--- src/rtl/qs_deq.sv ---
// qs_pkg: shared quicksort accelerator types.
// qs_deq: dequeue stage. Waits for the current bank to be SORTED, streams its
// entries 0..n out of the bank SRAM in order, then hands the bank back as IDLE
// and moves round-robin to the next bank.
//   clk, rst        clock, asynchronous active-high reset
//   bnk_in          state of bank bnk_idx_r (muxed by the top level)
//   bnk_out_vld_r   one-cycle write-back strobe for bank bnk_idx_r
//   bnk_out_r       bank state to write back
//   bnk_idx_r       bank currently owned or awaited
//   deq_rd_en_r     SRAM read strobe, deq_rd_addr_r read address
//   deq_rd_data     SRAM read data, valid the cycle after deq_rd_en_r
//   out             beat stream (qs_deq_if.master)
// Build option: QS_DEQ_ERR_EN -- when defined, the bank err flag latched at
// unload start is carried on out_err_r; otherwise out_err_r is tied low.
package qs_pkg;
   localparam int W     = 32;
   localparam int N     = 16;
   localparam int BANKS = 2;

   typedef logic [$clog2(N)-1:0]     addr_t;
   typedef logic [$clog2(BANKS)-1:0] bank_id_t;

   typedef enum logic [2:0] {
      BANK_IDLE      = 3'd0,
      BANK_FILLING   = 3'd1,
      BANK_SORTING   = 3'd2,
      BANK_SORTED    = 3'd3,
      BANK_UNLOADING = 3'd4
   } bank_status_t;

   typedef struct packed {
      bank_status_t status;
      addr_t        n;
      logic         err;
   } bank_state_t;
endpackage

// state   | meaning
// --------+--------------------------------------------------------------
// S_IDLE  | awaiting SORTED on bank bnk_idx_r (first cycle after a release
//         | only advances bnk_idx_r)
// S_UNLOAD| issuing SRAM reads 0..n while read credits remain
// S_DRAIN | all reads issued; wait for FIFO and read pipe to empty
module qs_deq #(
   parameter  int W     = qs_pkg::W,
   parameter  int N     = qs_pkg::N,
   parameter  int BANKS = qs_pkg::BANKS,
   localparam int AW    = $clog2(N),
   localparam int BIW   = (BANKS > 1) ? $clog2(BANKS) : 1
) (
   input  logic               clk,
   input  logic               rst,
   input  qs_pkg::bank_state_t bnk_in,
   output logic               bnk_out_vld_r,
   output qs_pkg::bank_state_t bnk_out_r,
   output logic [BIW-1:0]     bnk_idx_r,
   output logic               deq_rd_en_r,
   output logic [AW-1:0]      deq_rd_addr_r,
   input  logic [W-1:0]       deq_rd_data,
   qs_deq_if.master           out
);
   typedef enum logic [1:0] {S_IDLE, S_UNLOAD, S_DRAIN} state_t;

   localparam logic [BIW-1:0] LAST_BANK = BIW'(BANKS - 1);

   state_t         state_r, state_nxt;
   logic           take, issue, rel, advance;
   logic [AW-1:0]  rd_idx_r, n_r;
   logic           en_sop_r, en_eop_r;
   logic           ret_vld_r, ret_sop_r, ret_eop_r;
   logic [W-1:0]   fifo_dat [4];
   logic           fifo_sop [4];
   logic           fifo_eop [4];
   logic [1:0]     wr_ptr_r, rd_ptr_r;
   logic [2:0]     fifo_cnt_r;
   logic [2:0]     in_use;
   logic           out_vld, push, pop, drain_done;

   // Reads are only issued against free FIFO slots, so returning data always
   // has a slot and nothing is dropped under backpressure.
   assign in_use     = fifo_cnt_r + 3'(deq_rd_en_r) + 3'(ret_vld_r);
   assign out_vld    = (fifo_cnt_r != 3'd0);
   assign push       = ret_vld_r;
   assign pop        = out_vld && out.out_rdy;
   // Counts the beat being accepted this cycle so the release lands one cycle
   // after the eop beat is taken.
   assign drain_done = ((fifo_cnt_r - 3'(pop)) == 3'd0) && !deq_rd_en_r && !ret_vld_r;

   assign out.out_vld_r = out_vld;
   assign out.out_dat_r = fifo_dat[rd_ptr_r];
   assign out.out_sop_r = out_vld && fifo_sop[rd_ptr_r];
   assign out.out_eop_r = out_vld && fifo_eop[rd_ptr_r];

`ifdef QS_DEQ_ERR_EN
   logic err_r;
   always_ff @(posedge clk or posedge rst) begin
      if (rst)       err_r <= 1'b0;
      else if (take) err_r <= bnk_in.err;
   end
   assign out.out_err_r = out_vld && err_r;
`else
   assign out.out_err_r = 1'b0;
`endif

   always_ff @(posedge clk or posedge rst) begin
      if (rst) state_r <= S_IDLE;
      else     state_r <= state_nxt;
   end

   always_comb begin
      state_nxt = state_r;
      take      = 1'b0;
      issue     = 1'b0;
      rel       = 1'b0;
      advance   = 1'b0;
      case (state_r)
         S_IDLE: begin
            // A write-back pulse seen in IDLE is the release of the previous
            // bank; the index must not move until that write has landed.
            if (bnk_out_vld_r) begin
               advance = 1'b1;
            end else if (bnk_in.status == qs_pkg::BANK_SORTED) begin
               take      = 1'b1;
               state_nxt = S_UNLOAD;
            end
         end
         S_UNLOAD: begin
            if (in_use < 3'd4) begin
               issue = 1'b1;
               if (rd_idx_r == n_r) state_nxt = S_DRAIN;
            end
         end
         S_DRAIN: begin
            if (drain_done) begin
               rel       = 1'b1;
               state_nxt = S_IDLE;
            end
         end
         default: state_nxt = S_IDLE;
      endcase
   end

   always_ff @(posedge clk or posedge rst) begin
      if (rst) begin
         bnk_out_vld_r <= 1'b0;
         bnk_out_r     <= '0;
         bnk_idx_r     <= '0;
         rd_idx_r      <= '0;
         n_r           <= '0;
         deq_rd_en_r   <= 1'b0;
         deq_rd_addr_r <= '0;
         en_sop_r      <= 1'b0;
         en_eop_r      <= 1'b0;
         ret_vld_r     <= 1'b0;
         ret_sop_r     <= 1'b0;
         ret_eop_r     <= 1'b0;
         wr_ptr_r      <= '0;
         rd_ptr_r      <= '0;
         fifo_cnt_r    <= '0;
         for (int i = 0; i < 4; i++) begin
            fifo_dat[i] <= '0;
            fifo_sop[i] <= 1'b0;
            fifo_eop[i] <= 1'b0;
         end
      end else begin
         bnk_out_vld_r <= take || rel;
         if (take) begin
            bnk_out_r.status <= qs_pkg::BANK_UNLOADING;
            bnk_out_r.n      <= bnk_in.n;
            bnk_out_r.err    <= bnk_in.err;
            n_r              <= bnk_in.n;
            rd_idx_r         <= '0;
         end else if (rel) begin
            bnk_out_r.status <= qs_pkg::BANK_IDLE;
            bnk_out_r.n      <= '0;
            bnk_out_r.err    <= 1'b0;
         end
         if (advance) bnk_idx_r <= (bnk_idx_r == LAST_BANK) ? '0 : bnk_idx_r + 1'b1;

         deq_rd_en_r <= issue;
         if (issue) begin
            deq_rd_addr_r <= rd_idx_r;
            rd_idx_r      <= rd_idx_r + 1'b1;
            en_sop_r      <= (rd_idx_r == '0);
            en_eop_r      <= (rd_idx_r == n_r);
         end
         ret_vld_r <= deq_rd_en_r;
         ret_sop_r <= en_sop_r;
         ret_eop_r <= en_eop_r;

         if (push) begin
            fifo_dat[wr_ptr_r] <= deq_rd_data;
            fifo_sop[wr_ptr_r] <= ret_sop_r;
            fifo_eop[wr_ptr_r] <= ret_eop_r;
            wr_ptr_r           <= wr_ptr_r + 1'b1;
         end
         if (pop) rd_ptr_r <= rd_ptr_r + 1'b1;
         fifo_cnt_r <= fifo_cnt_r + 3'(push) - 3'(pop);
      end
   end
endmodule

--- src/rtl/qs_deq_if.sv ---
// qs_deq_if: output beat stream of the quicksort dequeue stage.
//   out_vld_r  beat valid
//   out_sop_r  first beat of a bank
//   out_eop_r  last beat of a bank
//   out_err_r  bank error flag carried on every beat
//   out_dat_r  beat data
//   out_rdy    downstream accept
// master = dequeue stage (beat source), slave = downstream consumer.
interface qs_deq_if #(
   parameter int W = 32
);
   logic         out_vld_r;
   logic         out_sop_r;
   logic         out_eop_r;
   logic         out_err_r;
   logic [W-1:0] out_dat_r;
   logic         out_rdy;

   modport master (
      output out_vld_r, out_sop_r, out_eop_r, out_err_r, out_dat_r,
      input  out_rdy
   );

   modport slave (
      input  out_vld_r, out_sop_r, out_eop_r, out_err_r, out_dat_r,
      output out_rdy
   );
endinterface

--- src/flat_wrapper.sv ---
// flat-port wrapper written by rule: the top's interface ports become plain ports
module qs_deq_flat 
#(
   parameter  int W     = qs_pkg::W,
   parameter  int N     = qs_pkg::N,
   parameter  int BANKS = qs_pkg::BANKS,
   localparam int AW    = $clog2(N),
   localparam int BIW   = (BANKS > 1) ? $clog2(BANKS) : 1
)
  (clk, rst, bnk_in, bnk_out_vld_r, bnk_out_r, bnk_idx_r, deq_rd_en_r, deq_rd_addr_r, deq_rd_data, out_out_vld_r, out_out_sop_r, out_out_eop_r, out_out_err_r, out_out_dat_r, out_out_rdy);
  qs_deq_if #(.W(W)) out_i ();
  input  logic clk;
  input  logic rst;
  input  qs_pkg::bank_state_t bnk_in;
  output logic bnk_out_vld_r;
  output qs_pkg::bank_state_t bnk_out_r;
  output logic [BIW-1:0] bnk_idx_r;
  output logic deq_rd_en_r;
  output logic [AW-1:0] deq_rd_addr_r;
  input  logic [W-1:0] deq_rd_data;
  output wire logic [$bits(out_i.out_vld_r)-1:0] out_out_vld_r;
  output wire logic [$bits(out_i.out_sop_r)-1:0] out_out_sop_r;
  output wire logic [$bits(out_i.out_eop_r)-1:0] out_out_eop_r;
  output wire logic [$bits(out_i.out_err_r)-1:0] out_out_err_r;
  output wire logic [$bits(out_i.out_dat_r)-1:0] out_out_dat_r;
  input wire logic [$bits(out_i.out_rdy)-1:0] out_out_rdy;
  assign out_out_vld_r = out_i.out_vld_r;
  assign out_out_sop_r = out_i.out_sop_r;
  assign out_out_eop_r = out_i.out_eop_r;
  assign out_out_err_r = out_i.out_err_r;
  assign out_out_dat_r = out_i.out_dat_r;
  assign out_i.out_rdy = out_out_rdy;
  qs_deq #(.W(W), .N(N), .BANKS(BANKS)) u_core (.clk(clk), .rst(rst), .bnk_in(bnk_in), .bnk_out_vld_r(bnk_out_vld_r), .bnk_out_r(bnk_out_r), .bnk_idx_r(bnk_idx_r), .deq_rd_en_r(deq_rd_en_r), .deq_rd_addr_r(deq_rd_addr_r), .deq_rd_data(deq_rd_data), .out(out_i));
endmodule
--- config.mk ---
export PLATFORM = sky130hd
export DESIGN_NAME = qs_deq_flat
export DESIGN_NICKNAME = d
export VERILOG_FILES = /design/src/rtl/qs_deq.sv /design/src/rtl/qs_deq_if.sv /design/src/flat_wrapper.sv
export SDC_FILE = /design/constraint.sdc
export NUM_CORES = 1
export LEC_CHECK = 0
export BUFFER_PORTS_ARGS = -buffer_cell sky130_fd_sc_hd__buf_2
export CAP_MARGIN = 40
export CORE_MARGIN = 8
export CORE_UTILIZATION = 45
export CTS_CLUSTER_DIAMETER = 40
export DETAILED_ROUTE_END_ITERATION = 12
export MAX_ROUTING_LAYER = met4
export PLACE_DENSITY = 0.74
export RECOVER_POWER = 100
export REMOVE_ABC_BUFFERS = 1
export SYNTH_ARGS = -nofsm -noshare
export SYNTH_HDL_FRONTEND = slang
export SYNTH_SLANG_ARGS = --single-unit
export TNS_END_PERCENT = 20
--- constraint.sdc ---
create_clock -name clk -period 9.4 [get_ports clk]
set_clock_uncertainty 0.05 [all_clocks]
set_input_delay 1.41 -clock clk [delete_from_list [all_inputs] [get_ports clk]]
set_output_delay 1.41 -clock clk [all_outputs]
set_load 0.02 [all_outputs]
==> flow_summary.ini, run 1 <==
[place]
pre_cts_ws_ps = 6050
hpwl_mm = 9.97
portBuffers = 90
gp_congestion = 0.783
placed_area_sq_mm = 0.00822

[die]
ios = 94
dieHeight_um = 145
core_area_sq_mm = 0.0164
die-area_sq_mm = 0.0209
row_count = 47
die_w_um = 145
start_util_pct = 45.4

[hold_path]
hold_end = u_core.ret_eop_r$_DFF_PP0_
holdPathStages = 0
hold_start = u_core.en_eop_r$_DFFE_PP0P_
hold_path.class = register to register

[timing]
clock.fmax_mhz = 181
slew_headroom_pct = -181
hold_viol = 0
max_slew.worst_pin.slew_ps = 4190
fin_crit_ps = 5510
setup_viol = 0
slew_violations = 163
fin_crit_sh_pct = 58.6
grt_setup_unrepaired = false
fin_tns_setup_ps = 0
finalWorstSetupSlack_ps = 3890

[setup_path]
crit_type = register to output port
rr_endpoint = u_core.rd_ptr_r[1]$_DFFE_PP0P_
crit_arrival_ps = 4050
r2r_cells = 3
cp-end-kind = output port
rr_startpoint = u_core.rd_ptr_r[0]$_DFFE_PP0P_
crit_path_start_kind = register
crit_fanout = 36
critPathRequiredTime_ps = 7940
r2r_slack_ps = 6140

[status]
violations = capacitance limit, slew limit
status = finished, violations left

[power]
leakage_nw = 3.75
cellPowerDensity_mw_per_mm2 = 388
irDropWorstVdd_uv = 171

[grt]
grt.overflow.total = 0
grt_first_pass_wirelength_mm = 24.7
grt_pass1_vias = 4906
antenna_found_initial = 0
grt_max_degree = 98
grtUsageTotal_pct = 16.0

[logic_synthesis]
yosys-top-cells-area = dfrtp_1 (57%), mux2_2 (21%), mux4_2 (10%)
yosysMostFrequentCell = dfrtp_1
ys_ff_latch = 171
synth_top_area_share_pct = 57.5
ys_async_sr_fraction_pct = 100
avgSynthCellArea_sq_um = 15.2
synth-seq-area-share_pct = 57.5
netlist_area_sq_mm = 0.00745
synth.distinct_cells = 37
yosysTopAreaCell = dfrtp_1
synth_edf_count = 0
synth_cells = 491
ys_warn_count = 0
synth_commonest_cells = dfrtp_1 (171), mux2_2 (136), nand2_1 (39)
synth_flop_cell = dfrtp_1

[detailed_routing]
drc_errors = 0
drt_iter0_drc = 205
via_per_inst = 5.21
totalWireLength_mm = 15.0
vias = 4237
first_pass_iters = 4
avgRoutedWirePerCell_um = 18.4
antenna_left = 0

[cts]
cts_made_buffers = 17
htree_levels = 4
clkSinkCount = 171
clk_pin_slew_ps = 60
post_cts_buffers = 0
clock_path_buffers = 2
cts_tree = yes
cts_resized = 0
root_buffer = clkbuf_16
clk-insertion-delay-late_ps = 430
holdBufCountCts = 0

[job]
max-cap-violations = 3

[cells_and_area]
diodes = 0
area_growth_pct = 16.2
design_area_sq_mm = 0.00866
fin_nets = 635
drive_gt1_share_pct = 41.6
## per-stage QoR
| stage | power (mW) | cells | hold WS, ps | util [%] |
|---|---|---|---|---|
| after CTS | 3.46 | 814 | 331 | 53.8 |
| after detailed placement | 2.74 | 783 | 316 | 50.1 |
| after floorplan | 2.30 | 465 | 304 | - |
| after global routing | 3.58 | 814 | 353 | 52.8 |
| final | 3.36 | 814 | 328 | 52.8 |
| after global placement | 2.63 | 777 | 316 | 49.2 |
## power by group
group | leakage, nW | switching (mW) | internal (mW)
Clock | 0.293 | 0.279 | 0.439
Combinational | 1.42 | 0.670 | 0.665
Sequential | 2.04 | 0.206 | 1.10
## layer usage
layer,routed length [um],GRT usage [%],part of all wire (%),vias to the layer above
li1,-,-,-,1938
met2,7480,26.5,50,88
met3,761,4.66,5.1,20
met4,223,5.64,1.5,0
met1,6500,18.3,43,2191
met5,0,-,0,-
## cells in the final DEF, fill, tap and decap left out, drive strengths merged
master	instances
bufinv	3
or2	1
inv	12
a221o	2
mux2i	1
dfrtp	171
clkinv	2
nor3	1
fa	1
ha	9
nor4	1
nand3	5
mux2	137
clkbuf	78
nand2b	4
nand2	39
and2	2
mux4	34
nor2b	1
clkinvlp	3
buf	42
xnor2	10
and4	1
a21o	1
o22ai	1
o31ai	1
a22o	1
xor2	2
or3	1
nand4	2
a21boi	1
a31o	1
nor2	8
conb	3
o21ai	12
## logic make-up after synthesis
group / after synthesis / synth area share [%]
adder cells (fa/ha/maj): 10 / 1.78
AND/OR/NAND/NOR: 66 / 3.98
buffers and inverters: 39 / 2.44
AO/OA/AOI/OAI: 20 / 1.70
multiplexers: 172 / 31.2
XOR/XNOR: 12 / 1.41
other: 1 / 0.0504
flip-flops: 171 / 57.5
## worst max-delay path by stage
stage / start / end / slack, ps / depth (start not counted)
floorplan: rst / u_core.bnk_idx_r$_DFFE_PP0P_ / 3310 / 1
global placement: u_core.rd_ptr_r[0]$_DFFE_PP0P_ / out_out_sop_r / 6050 / 4
detailed placement: u_core.rd_ptr_r[0]$_DFFE_PP0P_ / out_out_eop_r / 6050 / 4
CTS: u_core.rd_ptr_r[0]$_DFFE_PP0P_ / out_out_eop_r / 5580 / 4
finish: u_core.rd_ptr_r[0]$_DFFE_PP0P_ / out_out_sop_r / 3890 / 4
global route: u_core.rd_ptr_r[0]$_DFFE_PP0P_ / out_out_sop_r / 3260 / 4
## area by class of cell
class,instances,area (sq um)
Timing Repair Buffer,98,458
Clock buffer,22,474
Clock inverter,9,136
Sequential cell,171,4280
Fill cell,1388,7750
Multi-Input combinational cell,283,2990
Tap cell,220,275
Inverter,11,42.5
## state kept, by name, summed over array words and instances, names as in the netlist
signal / cells
u_core.fifo_dat: 128
u_core.bnk_out_r: 6
u_core.rd_ptr_r: 2
u_core.wr_ptr_r: 2
u_core.ret_eop_r: 1
u_core.fifo_cnt_r: 3
u_core.rd_idx_r: 4
u_core.ret_sop_r: 1
u_core.fifo_sop: 4
u_core.bnk_out_vld_r: 1
u_core.n_r: 4
u_core.deq_rd_en_r: 1
u_core.en_eop_r: 1
u_core.fifo_eop: 4
u_core.push: 1
u_core.en_sop_r: 1
u_core.deq_rd_addr_r: 4
u_core.state_r: 2
u_core.bnk_idx_r: 1
## worst max-delay path, stage by stage, from the launching register on
cell and delay [ps]:
dfrtp_2 340, clkbuf_1 2210, mux4_2 710, and2_1 170, clkbuf_1 180
No activity file was read; power rests on OpenSTA's default activity.
==> inputs of run 2 (changes only) <==
--- a/config.mk
+++ b/config.mk
@@ -12,7 +12,7 @@
 export CTS_CLUSTER_DIAMETER = 40
 export DETAILED_ROUTE_END_ITERATION = 12
 export MAX_ROUTING_LAYER = met4
-export PLACE_DENSITY = 0.74
+export PLACE_DENSITY = 0.76
 export RECOVER_POWER = 100
 export REMOVE_ABC_BUFFERS = 1
 export SYNTH_ARGS = -nofsm -noshare
==> constraint.sdc (replaced) <==
create_clock -name clk -period 4.9 [get_ports clk]
set_clock_uncertainty 0.05 [all_clocks]
set_input_delay 0.735 -clock clk [delete_from_list [all_inputs] [get_ports clk]]
set_output_delay 0.735 -clock clk [all_outputs]
set_load 0.02 [all_outputs]
==> run 2 against run 1 <==
  * The run still ends with capacitance limit, slew limit left
  * Clock power grew 92%
  * Critical path depth shrank 1
  * Flip-flop and latch count is the same
  * Die area is the same
  * Worst setup slack lost 2600 ps
  * Worst hold slack gained 10 ps
  * Core utilization shrank 0.069 points
  * Wire length grew 1.2%
  * Combinational power grew 88%
  * Non-clock buffer count is the same
==> flow_summary.ini, run 2 (same netlist as run 1, synthesis figures left out) <==
[status]
status = finished, violations left
violations = capacitance limit, slew limit

[cells_and_area]
area_growth_pct = 16.1
final_common_cell = dfrtp_1
diodes = 0
instances_no_fill = 815
drive_gt1_share_pct = 42.0
reg_top3 = u_core.fifo_dat (128), u_core.bnk_out_r (6)
largest_register_ffs = 128
fin_nets = 635
final_cell_mix = dfrtp_1 (170), mux2_2 (136), clkbuf_1 (55), buf_2 (43), nand2_1 (39)
largest-register = u_core.fifo_dat

[cts]
cts_resized = 0
cts_tree = yes
clk_pin_slew_ps = 60
clk-insertion-delay-late_ps = 420
cts_made_buffers = 17
root_buffer = clkbuf_16
htree_levels = 4
post_cts_buffers = 0
holdBufCountCts = 0
clkSinkCount = 171
clock_path_buffers = 2

[die]
row_count = 47
ios = 94
die-area_sq_mm = 0.0209
start_util_pct = 45.4
die_w_um = 145
core_area_sq_mm = 0.0164
dieHeight_um = 145

[power]
irDropWorstVdd_uv = 335
leakage_nw = 3.76
cellPowerDensity_mw_per_mm2 = 747
total_power_mw = 6.46

[setup_path]
crit_path_start_kind = register
crit_arrival_ps = 2850
crit_fanout = 19
crit_type = register to output port
cp-end-kind = output port
critPathRequiredTime_ps = 4120

[detailed_routing]
first_pass_iters = 4
totalWireLength_mm = 15.2
antenna_left = 0
drt_iter0_drc = 176
avgRoutedWirePerCell_um = 18.6
drc_errors = 0
vias = 4304
via_per_inst = 5.28

[timing]
fin_crit_sh_pct = 74.3
fin_crit_ps = 3640
setup_viol = 0
hold_viol = 0
slew_violations = 193
clock.fmax_mhz = 275
max_slew.worst_pin.slew_ps = 2180
grt_setup_unrepaired = false
slew_headroom_pct = -45.3

[grt]
grtUsageTotal_pct = 16.2
grt_pass1_vias = 4935
grt_first_pass_wirelength_mm = 25.4
grt.overflow.total = 0
grt_max_degree = 92
antenna_found_initial = 0

[hold_path]
hold_path.class = register to register

[place]
portBuffers = 90
dp.cells = 782
hpwl_mm = 10.3
gp_congestion = 0.761

[job]
max-cap-violations = 6
-- run 2: cell types whose count changed in the layout (fill, tap and decap cells not counted), sizes merged --
cell,previous run,this run
buf,42,45
clkbuf,78,75
clkinv,2,5
clkinvlp,3,1
-- run 2: layout make-up --
| class | count | area (sq um) |
|---|---|---|
| fillers | 1373 | 7760 |
| flip-flops and latches | 171 | 4280 |
| multi-input cells | 283 | 2990 |
| clock buffers | 22 | 474 |
| repair buffers | 98 | 442 |
| well taps | 220 | 275 |
| clock inverters | 10 | 139 |
| inverters | 11 | 46.3 |
-- run 2: final timing paths --
check | endpoint | slack, ps | depth (start not counted) | from
worst max-delay path | out_out_dat_r[4] | 1260 | 3 | u_core.rd_ptr_r[0]$_DFFE_PP0P_
max in group asynchronous | u_core.fifo_dat[40]$_DFFE_PP0P_ | 1840 | 3 | rst
worst min register to register | u_core.ret_eop_r$_DFF_PP0_ | 340 | 0 | u_core.en_eop_r$_DFFE_PP0P_
min in group asynchronous | u_core.bnk_out_vld_r$_DFF_PP0_ | 430 | 2 | rst
worst max register to register | u_core.fifo_dat[111]$_DFFE_PP0P_ | 1890 | 5 | u_core.wr_ptr_r[0]$_DFFE_PP0P_
worst min-delay path | u_core.ret_eop_r$_DFF_PP0_ | 340 | 0 | u_core.en_eop_r$_DFFE_PP0P_
-- run 2: metrics by stage --
stage | setup WS (ps) | hold WS (ps) | instance area (sq um) | setup TNS (ps) | util, %
2_1_floorplan | -517 | 304 | 7310 | -88370 | -
3_3_place_gp | 2120 | 313 | 8080 | 0 | 49.2
3_5_place_dp | 2060 | 326 | 8160 | 0 | 49.7
4_1_cts | 1580 | 340 | 8770 | 0 | 53.5
5_1_grt | 1010 | 356 | 8640 | 0 | 52.7
6_report | 1260 | 338 | 8640 | 0 | 52.7
-- run 2: critical path: stages (launching register included) --
cell,delay (ps)
dfrtp_1,1160
buf_4,490
mux4_2,570
clkbuf_1,190
-- run 2: where the power goes --
group          internal, mW  leakage [nW]  switching [mW]
logic                  1.27          1.42            1.25
clock network         0.844         0.300           0.533
registers              2.11          2.04           0.455
total                  4.22          3.76            2.24
-- run 2: per-layer routing --
metal / global-route usage [%] / routed length, um / vias to the layer above
li1: - / - / 1940
met1: 19.2 / 6530 / 2260
met2: 26.5 / 7650 / 90
met3: 4.69 / 804 / 14
met4: 4.65 / 159 / 0
met5: - / 0 / -
